File: src/rtl/pe_frame_controller_if.sv
// rtl/pe_frame_controller_if.sv - frame buffer and processing-element bus of the frame controller
interface pe_frame_controller_if #(
    parameter int NUM_PIXELS = 1,
    parameter int ADDR_W     = 4
);
    localparam int PW = 8 * NUM_PIXELS;

    logic [ADDR_W-1:0] mem_rd_addr;
    logic [PW-1:0]     mem_rd_r, mem_rd_g, mem_rd_b;
    logic              mem_wr_en;
    logic [ADDR_W-1:0] mem_wr_addr;
    logic [PW-1:0]     mem_wr_r, mem_wr_g, mem_wr_b;

    logic [PW-1:0]     pe_red_in, pe_green_in, pe_blue_in;
    logic [7:0]        pe_red_exp, pe_green_exp, pe_blue_exp;
    logic [17:0]       pe_threshold;
    logic [7:0]        pe_desired_bg_r, pe_desired_bg_g, pe_desired_bg_b;
    logic              Start_Sum, Start_BgRemoval, Ack;
    logic              pe_Qi, pe_Qsd, pe_Qbgd;
    logic [PW-1:0]     pe_red_sum, pe_green_sum, pe_blue_sum;
    logic [PW-1:0]     pe_red_out, pe_green_out, pe_blue_out;

    modport master (
        output mem_rd_addr, mem_wr_en, mem_wr_addr, mem_wr_r, mem_wr_g, mem_wr_b,
        output pe_red_in, pe_green_in, pe_blue_in, pe_red_exp, pe_green_exp, pe_blue_exp,
        output pe_threshold, pe_desired_bg_r, pe_desired_bg_g, pe_desired_bg_b,
        output Start_Sum, Start_BgRemoval, Ack,
        input  mem_rd_r, mem_rd_g, mem_rd_b,
        input  pe_Qi, pe_Qsd, pe_Qbgd,
        input  pe_red_sum, pe_green_sum, pe_blue_sum,
        input  pe_red_out, pe_green_out, pe_blue_out
    );

    modport slave (
        input  mem_rd_addr, mem_wr_en, mem_wr_addr, mem_wr_r, mem_wr_g, mem_wr_b,
        input  pe_red_in, pe_green_in, pe_blue_in, pe_red_exp, pe_green_exp, pe_blue_exp,
        input  pe_threshold, pe_desired_bg_r, pe_desired_bg_g, pe_desired_bg_b,
        input  Start_Sum, Start_BgRemoval, Ack,
        output mem_rd_r, mem_rd_g, mem_rd_b,
        output pe_Qi, pe_Qsd, pe_Qbgd,
        output pe_red_sum, pe_green_sum, pe_blue_sum,
        output pe_red_out, pe_green_out, pe_blue_out
    );
endinterface

File: src/rtl/pe_frame_controller.sv
// rtl/pe_frame_controller.sv - two-pass frame sequencer driving one processing element
module pe_frame_controller #(
    parameter int NUM_PIXELS = 1,
    parameter int NUM_CHUNKS = 16,
    parameter int ADDR_W     = 4,
    parameter int LOG2_TOTAL = 4,
    parameter int ACC_W      = 12,
    parameter int WAIT_LIMIT = 64
) (
    input  logic        Clk,
    input  logic        Reset,
    input  logic        Start,
    input  logic [17:0] threshold,
    input  logic [7:0]  desired_bg_r,
    input  logic [7:0]  desired_bg_g,
    input  logic [7:0]  desired_bg_b,
    output logic        Busy,
    output logic        Done,
    output logic        Err,
    pe_frame_controller_if.master bus
);
    localparam int PW   = 8 * NUM_PIXELS;
    localparam int WD_W = $clog2(WAIT_LIMIT) + 1;

    localparam logic [3:0] IDLE    = 4'd0;
    localparam logic [3:0] S_FETCH = 4'd1;
    localparam logic [3:0] S_LOAD  = 4'd2;
    localparam logic [3:0] S_WAIT  = 4'd3;
    localparam logic [3:0] S_NEXT  = 4'd4;
    localparam logic [3:0] MEAN    = 4'd5;
    localparam logic [3:0] B_FETCH = 4'd6;
    localparam logic [3:0] B_LOAD  = 4'd7;
    localparam logic [3:0] B_WAIT  = 4'd8;
    localparam logic [3:0] B_NEXT  = 4'd9;
    localparam logic [3:0] FINISH  = 4'd10;

    logic [3:0]        state;
    logic [ADDR_W-1:0] chunk;
    logic [ACC_W-1:0]  acc_r, acc_g, acc_b;
    logic [7:0]        exp_r, exp_g, exp_b;
    logic [17:0]       thr_q;
    logic [7:0]        bg_r, bg_g, bg_b;
    logic [PW-1:0]     in_r, in_g, in_b;
    logic [WD_W-1:0]   wd_cnt;
    logic              err_q;
    logic              start_sum_q, start_bg_q;

    logic last_chunk, wd_expired, sum_ack, bg_ack, bg_write;

    // Decode of the handshake events; a done on the expiry cycle still counts as done
    always_comb begin
        last_chunk = (chunk == ADDR_W'(NUM_CHUNKS - 1));
        wd_expired = (wd_cnt == WD_W'(WAIT_LIMIT - 1));
        sum_ack    = (state == S_WAIT) && (bus.pe_Qsd || wd_expired);
        bg_ack     = (state == B_WAIT) && (bus.pe_Qbgd || wd_expired);
        bg_write   = (state == B_WAIT) && bus.pe_Qbgd;
    end

    assign Busy = (state != IDLE);
    assign Done = (state == FINISH);
    assign Err  = err_q;

    assign bus.mem_rd_addr     = chunk;
    assign bus.mem_wr_en       = bg_write;
    assign bus.mem_wr_addr     = bg_write ? chunk : '0;
    assign bus.mem_wr_r        = bg_write ? bus.pe_red_out   : '0;
    assign bus.mem_wr_g        = bg_write ? bus.pe_green_out : '0;
    assign bus.mem_wr_b        = bg_write ? bus.pe_blue_out  : '0;
    assign bus.pe_red_in       = in_r;
    assign bus.pe_green_in     = in_g;
    assign bus.pe_blue_in      = in_b;
    assign bus.pe_red_exp      = exp_r;
    assign bus.pe_green_exp    = exp_g;
    assign bus.pe_blue_exp     = exp_b;
    assign bus.pe_threshold    = thr_q;
    assign bus.pe_desired_bg_r = bg_r;
    assign bus.pe_desired_bg_g = bg_g;
    assign bus.pe_desired_bg_b = bg_b;
    assign bus.Start_Sum       = start_sum_q;
    assign bus.Start_BgRemoval = start_bg_q;
    assign bus.Ack             = sum_ack || bg_ack;

    // Frame sequencer: sum pass, mean, removal pass; start pulses are registered so they line up with pe_*_in
    always_ff @(posedge Clk or posedge Reset) begin
        if (Reset) begin
            state       <= IDLE;
            chunk       <= '0;
            acc_r       <= '0;
            acc_g       <= '0;
            acc_b       <= '0;
            exp_r       <= '0;
            exp_g       <= '0;
            exp_b       <= '0;
            thr_q       <= '0;
            bg_r        <= '0;
            bg_g        <= '0;
            bg_b        <= '0;
            in_r        <= '0;
            in_g        <= '0;
            in_b        <= '0;
            wd_cnt      <= '0;
            err_q       <= 1'b0;
            start_sum_q <= 1'b0;
            start_bg_q  <= 1'b0;
        end else begin
            start_sum_q <= 1'b0;
            start_bg_q  <= 1'b0;
            case (state)
                IDLE: begin
                    if (Start) begin
                        chunk <= '0;
                        acc_r <= '0;
                        acc_g <= '0;
                        acc_b <= '0;
                        err_q <= 1'b0;
                        thr_q <= threshold;
                        bg_r  <= desired_bg_r;
                        bg_g  <= desired_bg_g;
                        bg_b  <= desired_bg_b;
                        state <= S_FETCH;
                    end
                end
                S_FETCH: if (bus.pe_Qi) state <= S_LOAD;
                S_LOAD: begin
                    in_r        <= bus.mem_rd_r;
                    in_g        <= bus.mem_rd_g;
                    in_b        <= bus.mem_rd_b;
                    start_sum_q <= 1'b1;
                    wd_cnt      <= '0;
                    state       <= S_WAIT;
                end
                S_WAIT: begin
                    if (bus.pe_Qsd) begin
                        acc_r <= acc_r + ACC_W'(bus.pe_red_sum);
                        acc_g <= acc_g + ACC_W'(bus.pe_green_sum);
                        acc_b <= acc_b + ACC_W'(bus.pe_blue_sum);
                        state <= S_NEXT;
                    end else if (wd_expired) begin
                        err_q <= 1'b1;
                        state <= FINISH;
                    end else begin
                        wd_cnt <= wd_cnt + WD_W'(1);
                    end
                end
                S_NEXT: begin
                    if (last_chunk) begin
                        state <= MEAN;
                    end else begin
                        chunk <= chunk + ADDR_W'(1);
                        state <= S_FETCH;
                    end
                end
                MEAN: begin
                    exp_r <= 8'(acc_r >> LOG2_TOTAL);
                    exp_g <= 8'(acc_g >> LOG2_TOTAL);
                    exp_b <= 8'(acc_b >> LOG2_TOTAL);
                    chunk <= '0;
                    state <= B_FETCH;
                end
                B_FETCH: if (bus.pe_Qi) state <= B_LOAD;
                B_LOAD: begin
                    in_r       <= bus.mem_rd_r;
                    in_g       <= bus.mem_rd_g;
                    in_b       <= bus.mem_rd_b;
                    start_bg_q <= 1'b1;
                    wd_cnt     <= '0;
                    state      <= B_WAIT;
                end
                B_WAIT: begin
                    if (bus.pe_Qbgd) begin
                        state <= B_NEXT;
                    end else if (wd_expired) begin
                        err_q <= 1'b1;
                        state <= FINISH;
                    end else begin
                        wd_cnt <= wd_cnt + WD_W'(1);
                    end
                end
                B_NEXT: begin
                    if (last_chunk) begin
                        state <= FINISH;
                    end else begin
                        chunk <= chunk + ADDR_W'(1);
                        state <= B_FETCH;
                    end
                end
                FINISH:  state <= IDLE;
                default: state <= IDLE;
            endcase
        end
    end
endmodule

File: src/flat_wrapper.sv
// flat-port wrapper written by rule: the top's interface ports become plain ports
module pe_frame_controller_flat 
#(
    parameter int NUM_PIXELS = 1,
    parameter int NUM_CHUNKS = 16,
    parameter int ADDR_W     = 4,
    parameter int LOG2_TOTAL = 4,
    parameter int ACC_W      = 12,
    parameter int WAIT_LIMIT = 64
)
  (Clk, Reset, Start, threshold, desired_bg_r, desired_bg_g, desired_bg_b, Busy, Done, Err, bus_mem_rd_addr, bus_mem_wr_en, bus_mem_wr_addr, bus_mem_wr_r, bus_mem_wr_g, bus_mem_wr_b, bus_pe_red_in, bus_pe_green_in, bus_pe_blue_in, bus_pe_red_exp, bus_pe_green_exp, bus_pe_blue_exp, bus_pe_threshold, bus_pe_desired_bg_r, bus_pe_desired_bg_g, bus_pe_desired_bg_b, bus_Start_Sum, bus_Start_BgRemoval, bus_Ack, bus_mem_rd_r, bus_mem_rd_g, bus_mem_rd_b, bus_pe_Qi, bus_pe_Qsd, bus_pe_Qbgd, bus_pe_red_sum, bus_pe_green_sum, bus_pe_blue_sum, bus_pe_red_out, bus_pe_green_out, bus_pe_blue_out);
  pe_frame_controller_if #(.NUM_PIXELS(NUM_PIXELS), .ADDR_W(ADDR_W)) bus_i ();
  input  logic Clk;
  input  logic Reset;
  input  logic Start;
  input  logic [17:0] threshold;
  input  logic [7:0] desired_bg_r;
  input  logic [7:0] desired_bg_g;
  input  logic [7:0] desired_bg_b;
  output logic Busy;
  output logic Done;
  output logic Err;
  output wire logic [$bits(bus_i.mem_rd_addr)-1:0] bus_mem_rd_addr;
  output wire logic [$bits(bus_i.mem_wr_en)-1:0] bus_mem_wr_en;
  output wire logic [$bits(bus_i.mem_wr_addr)-1:0] bus_mem_wr_addr;
  output wire logic [$bits(bus_i.mem_wr_r)-1:0] bus_mem_wr_r;
  output wire logic [$bits(bus_i.mem_wr_g)-1:0] bus_mem_wr_g;
  output wire logic [$bits(bus_i.mem_wr_b)-1:0] bus_mem_wr_b;
  output wire logic [$bits(bus_i.pe_red_in)-1:0] bus_pe_red_in;
  output wire logic [$bits(bus_i.pe_green_in)-1:0] bus_pe_green_in;
  output wire logic [$bits(bus_i.pe_blue_in)-1:0] bus_pe_blue_in;
  output wire logic [$bits(bus_i.pe_red_exp)-1:0] bus_pe_red_exp;
  output wire logic [$bits(bus_i.pe_green_exp)-1:0] bus_pe_green_exp;
  output wire logic [$bits(bus_i.pe_blue_exp)-1:0] bus_pe_blue_exp;
  output wire logic [$bits(bus_i.pe_threshold)-1:0] bus_pe_threshold;
  output wire logic [$bits(bus_i.pe_desired_bg_r)-1:0] bus_pe_desired_bg_r;
  output wire logic [$bits(bus_i.pe_desired_bg_g)-1:0] bus_pe_desired_bg_g;
  output wire logic [$bits(bus_i.pe_desired_bg_b)-1:0] bus_pe_desired_bg_b;
  output wire logic [$bits(bus_i.Start_Sum)-1:0] bus_Start_Sum;
  output wire logic [$bits(bus_i.Start_BgRemoval)-1:0] bus_Start_BgRemoval;
  output wire logic [$bits(bus_i.Ack)-1:0] bus_Ack;
  input wire logic [$bits(bus_i.mem_rd_r)-1:0] bus_mem_rd_r;
  input wire logic [$bits(bus_i.mem_rd_g)-1:0] bus_mem_rd_g;
  input wire logic [$bits(bus_i.mem_rd_b)-1:0] bus_mem_rd_b;
  input wire logic [$bits(bus_i.pe_Qi)-1:0] bus_pe_Qi;
  input wire logic [$bits(bus_i.pe_Qsd)-1:0] bus_pe_Qsd;
  input wire logic [$bits(bus_i.pe_Qbgd)-1:0] bus_pe_Qbgd;
  input wire logic [$bits(bus_i.pe_red_sum)-1:0] bus_pe_red_sum;
  input wire logic [$bits(bus_i.pe_green_sum)-1:0] bus_pe_green_sum;
  input wire logic [$bits(bus_i.pe_blue_sum)-1:0] bus_pe_blue_sum;
  input wire logic [$bits(bus_i.pe_red_out)-1:0] bus_pe_red_out;
  input wire logic [$bits(bus_i.pe_green_out)-1:0] bus_pe_green_out;
  input wire logic [$bits(bus_i.pe_blue_out)-1:0] bus_pe_blue_out;
  assign bus_mem_rd_addr = bus_i.mem_rd_addr;
  assign bus_mem_wr_en = bus_i.mem_wr_en;
  assign bus_mem_wr_addr = bus_i.mem_wr_addr;
  assign bus_mem_wr_r = bus_i.mem_wr_r;
  assign bus_mem_wr_g = bus_i.mem_wr_g;
  assign bus_mem_wr_b = bus_i.mem_wr_b;
  assign bus_pe_red_in = bus_i.pe_red_in;
  assign bus_pe_green_in = bus_i.pe_green_in;
  assign bus_pe_blue_in = bus_i.pe_blue_in;
  assign bus_pe_red_exp = bus_i.pe_red_exp;
  assign bus_pe_green_exp = bus_i.pe_green_exp;
  assign bus_pe_blue_exp = bus_i.pe_blue_exp;
  assign bus_pe_threshold = bus_i.pe_threshold;
  assign bus_pe_desired_bg_r = bus_i.pe_desired_bg_r;
  assign bus_pe_desired_bg_g = bus_i.pe_desired_bg_g;
  assign bus_pe_desired_bg_b = bus_i.pe_desired_bg_b;
  assign bus_Start_Sum = bus_i.Start_Sum;
  assign bus_Start_BgRemoval = bus_i.Start_BgRemoval;
  assign bus_Ack = bus_i.Ack;
  assign bus_i.mem_rd_r = bus_mem_rd_r;
  assign bus_i.mem_rd_g = bus_mem_rd_g;
  assign bus_i.mem_rd_b = bus_mem_rd_b;
  assign bus_i.pe_Qi = bus_pe_Qi;
  assign bus_i.pe_Qsd = bus_pe_Qsd;
  assign bus_i.pe_Qbgd = bus_pe_Qbgd;
  assign bus_i.pe_red_sum = bus_pe_red_sum;
  assign bus_i.pe_green_sum = bus_pe_green_sum;
  assign bus_i.pe_blue_sum = bus_pe_blue_sum;
  assign bus_i.pe_red_out = bus_pe_red_out;
  assign bus_i.pe_green_out = bus_pe_green_out;
  assign bus_i.pe_blue_out = bus_pe_blue_out;
  pe_frame_controller #(.NUM_PIXELS(NUM_PIXELS), .NUM_CHUNKS(NUM_CHUNKS), .ADDR_W(ADDR_W), .LOG2_TOTAL(LOG2_TOTAL), .ACC_W(ACC_W), .WAIT_LIMIT(WAIT_LIMIT)) u_core (.Clk(Clk), .Reset(Reset), .Start(Start), .threshold(threshold), .desired_bg_r(desired_bg_r), .desired_bg_g(desired_bg_g), .desired_bg_b(desired_bg_b), .Busy(Busy), .Done(Done), .Err(Err), .bus(bus_i));
endmodule
File: config.mk
export PLATFORM = sky130hd
export DESIGN_NAME = pe_frame_controller_flat
export DESIGN_NICKNAME = d
export VERILOG_FILES = /design/src/rtl/pe_frame_controller_if.sv /design/src/rtl/pe_frame_controller.sv /design/src/flat_wrapper.sv
export SDC_FILE = /design/constraint.sdc
export NUM_CORES = 1
export LEC_CHECK = 0
export CORE_UTILIZATION = 40
export DETAILED_ROUTE_END_ITERATION = 7
export PLACE_DENSITY_LB_ADDON = 0.3
export SLEW_MARGIN = 20
export SYNTH_ARGS = -nofsm -noshare
export SYNTH_HDL_FRONTEND = slang
export SYNTH_SLANG_ARGS = --single-unit
File: constraint.sdc
create_clock -name Clk -period 5.95 [get_ports Clk]
set_input_delay 0.8925 -clock Clk [delete_from_list [all_inputs] [get_ports Clk]]
set_output_delay 0.8925 -clock Clk [all_outputs]
set_load 0.05 [all_outputs]
==> reports/metrics.cfg <==
[timing]
hold_viol_final = 0
worst_pin_slew_ps = 1016
rsz0062_at_grt = no
finalCritPeriodShare_pct = 74.25
clock-skew-final_ps = 6.995
setup_viol = 0
period_needed_ps = 4418
slew_headroom_pct = 32.29
setup_tns_ps = 0
fmax_mhz = 226.4
finalMaxSlewViolations = 0

[worst_setup_path]
cp_slowest_cell = clkdlybuf4s50_1
rr_worst_depth = 4
r2r_slack_ps = 3290
worst-endpoint-required_ps = 5060
cp_common_cell = clkdlybuf4s50_1
crit_fanout = 30
r2r_start = u_core.state[0]$_DFFE_PP0P_
cpPeakStageDelay_ps = 1010
path_delay_family = buffers and inverters
r2r_end = u_core.acc_b[6]$_DFFE_PP0P_
startpoint = bus_pe_Qbgd
endpoint_kind = output pin
cp.arrival_ps = 3530
crit_end = bus_Ack
start_kind = input pin
path_cells = clkdlybuf4s50_1 > inv_1 > o22ai_2 > o21bai_1 > clkdlybuf4s50_1
worst-path-buf-inv = 3
path_depth = 5
path_class = input pin to output pin

[clock_network]
post_cts_resized = 0
clk_latency_ps = 420
cts_num_sinks = 144
htreeDepth = 4
cts_buffers = 17
cts_tree = done
cts_hold_buf = 0
clk_pin_slew_worst_paths_ps = 60
cts_buffer_depth = 2
clockRootBuffer = clkbuf_16
post_cts_buffers = 0

[run_status]
failed_checks = DRC
outcome = complete, but fails checks

[power]
p_per_area_nw_per_um2 = 558.4
p_leak_nw = 4.766
p_comb_share_pct = 53.5
swShare_pct = 45.62
p_sw_mw = 2.736
ir_drop_uv = 326.9
total_power_mw = 5.997
clockPowerShare_pct = 18.9
sequentialPowerShare_pct = 27.6
power.internal_mw = 3.261

[yosys]
yosysTopAreaCell = dfrtp_1
synth.area.top_cells = dfrtp_1 (48%), mux2_2 (8.3%), nand2_1 (5.6%)
netlist.area_leader.share_pct = 48.27
synth_cell_types = 65
ys_seq_area_share_pct = 48.27
syn_nets = 832
avgSynthCellArea_sq_um = 10.93
synth_area_sq_um = 7465
ys_warn_count = 0
async_flop_share_pct = 100.0
synth-edff-count = 0
synthFlopType = dfrtp_1
ys_ff_latch = 144
syn_inst = 683

[placement]
dpl.hpwl_microns = 14120
routabilityCongestion = 0.8188
portBuffers = 248

[floorplanning]
die_area_sq_um = 19210
rows = 49
initial_core_util_pct = 41.13
ios = 249
die_x_microns = 138.6
die_h_microns = 138.6
core_area_sq_um = 18150

[routing]
wl_per_cell_microns = 16.82
routed_wl_microns = 19540
vias = 6006
drtIter0Drc = 252
drt-vias-per-instance = 5.169
drt-pass1-iter-count = 6
drc = 12
postRouteAntennaNets = 0

[global_routing]
grtUsageTotal_pct = 21.23
grt_max_degree = 102
overflow = 0
antenna_found_initial = 0
grt_pass1_vias = 5903
grt_pass1_wl_microns = 31820

[finish]
drive_gt1_share_pct = 13.50
fin_nets = 1069
area_growth_pct = 43.86
antenna_cells = 0
layout_commonest_cell = clkdlybuf4s50_1
layout_common_cells = clkdlybuf4s50_1 (248), dfrtp_1 (144), nand2_1 (111), mux2_2 (55), and3_1 (30)

[min_path]
hold_class = flip-flop to flip-flop

[run]
cap_violations = 0

[area by class of cell]
cell class / instances / area (sq um)
fill: 1507 / 7408
multi-input combinational: 483 / 3610
sequential: 144 / 3603
timing repair buffer: 254 / 2531
clock buffer: 19 / 442.9
tap: 229 / 286.5
clock inverter: 13 / 185.2
inverter: 20 / 80.08
[state kept, by name (all words and copies together) (netlist names), 7 cells and up]
register                    flops
u_core.bus.pe_blue_exp          8
u_core.bus.pe_blue_in           8
u_core.bus.pe_desired_bg_g      8
u_core.bus.pe_red_in            8
u_core.acc_b                   12
u_core.bus.pe_desired_bg_b      8
u_core.bus.pe_green_in          8
u_core.bus.pe_desired_bg_r      8
u_core.bus.pe_red_exp           8
u_core.bus.pe_threshold        18
u_core.acc_g                   12
u_core.wd_cnt                   7
u_core.bus.pe_green_exp         8
u_core.acc_r                   12
[power groups by stage]
stage | sequential, mW | clock (mW) | combinational [mW]
2_1_floorplan | 2.56 | 0 | 1.34
3_3_place_gp | 1.65 | 0 | 3.19
3_5_place_dp | 1.66 | 0 | 3.22
4_1_cts | 1.66 | 1.16 | 3.23
5_1_grt | 1.71 | 1.20 | 3.43
6_report | 1.66 | 1.13 | 3.21
[synthesized netlist by cell type (6+ instances only)]
cell type  number
a211oi_1       10
a21o_1          9
a21oi_1        14
a22o_1          6
and3_1         30
buf_2          14
clkbuf_1       16
dfrtp_1       144
ha_1           26
inv_1          20
mux2_2         55
mux2_4         10
mux2i_1        12
nand2_1       112
nand2b_1       14
nand3_1        12
nor2_1         14
nor3_1         11
o211ai_1       16
o21a_1         10
o21ai_0        20
o311ai_0        7
o41ai_1         7
xor2_1          9
[worst reg2reg max path, cell delays in order (launching register included)]
cell and delay [ps]:
dfrtp_1 850, nor2b_1 630, nand2_1 520, o41a_1 510
nand3_1 90
[logic make-up (layout without fill, tap and decap cells)]
kind of cell / after synthesis / in the layout / share of synthesized area, %
and+or+nand+nor: 226 / 226 / 15.29
xor gates and xnor gates: 13 / 13 / 1.525
DFF: 144 / 144 / 48.27
AOI/OAI and AO/OA: 137 / 137 / 14.23
adders and majority gates: 29 / 29 / 5.163
buffers and inverters: 56 / 306 / 3.453
muxes: 78 / 78 / 12.07
[metrics by stage]
| stage | cells | hold WS [ps] | setup slack (ps) | area [sq um] | utilization [%] |
|---|---|---|---|---|---|
| floorplan | 683 | 448.4 | 1191 | 7465 | - |
| global placement | 1129 | 457.7 | 1593 | 10100 | 55.65 |
| detailed placement | 1129 | 463.5 | 1567 | 10100 | 55.65 |
| CTS | 1161 | 481.2 | 1547 | 10730 | 59.11 |
| global route | 1162 | 497.1 | 1389 | 10740 | 59.18 |
| finish | 1162 | 475.3 | 1532 | 10740 | 59.18 |
[worst min path at each step]
stage / from / end / slack [ps] / cells past startpoint
final: u_core.bus.pe_green_in[7]$_DFFE_PP0P_ / u_core.bus.pe_green_in[7]$_DFFE_PP0P_ / 480 / 2
after global routing: u_core.bus.pe_red_in[4]$_DFFE_PP0P_ / u_core.bus.pe_red_in[4]$_DFFE_PP0P_ / 500 / 2
after CTS: u_core.bus.pe_green_in[0]$_DFFE_PP0P_ / u_core.bus.pe_green_in[0]$_DFFE_PP0P_ / 480 / 2
after detailed placement: u_core.bus.pe_green_in[2]$_DFFE_PP0P_ / u_core.bus.pe_green_in[2]$_DFFE_PP0P_ / 460 / 2
after global placement: u_core.bus.pe_blue_in[3]$_DFFE_PP0P_ / u_core.bus.pe_blue_in[3]$_DFFE_PP0P_ / 460 / 2
after floorplan: u_core.wd_cnt[6]$_DFFE_PP0P_ / u_core.wd_cnt[6]$_DFFE_PP0P_ / 450 / 1
[metal layers]
| layer | routed length [microns] | part of all wire (%) | GRT usage, % | vias up |
|---|---|---|---|---|
| li1 | - | - | - | 2963 |
| met1 | 8973 | 46 | 28.47 | 2866 |
| met2 | 9201 | 47 | 33.45 | 146 |
| met3 | 963 | 4.9 | 4.972 | 31 |
| met4 | 403 | 2.1 | 8.043 | 0 |
| met5 | 0 | 0 | 0 | - |
(Power assumes the default switching activity.)
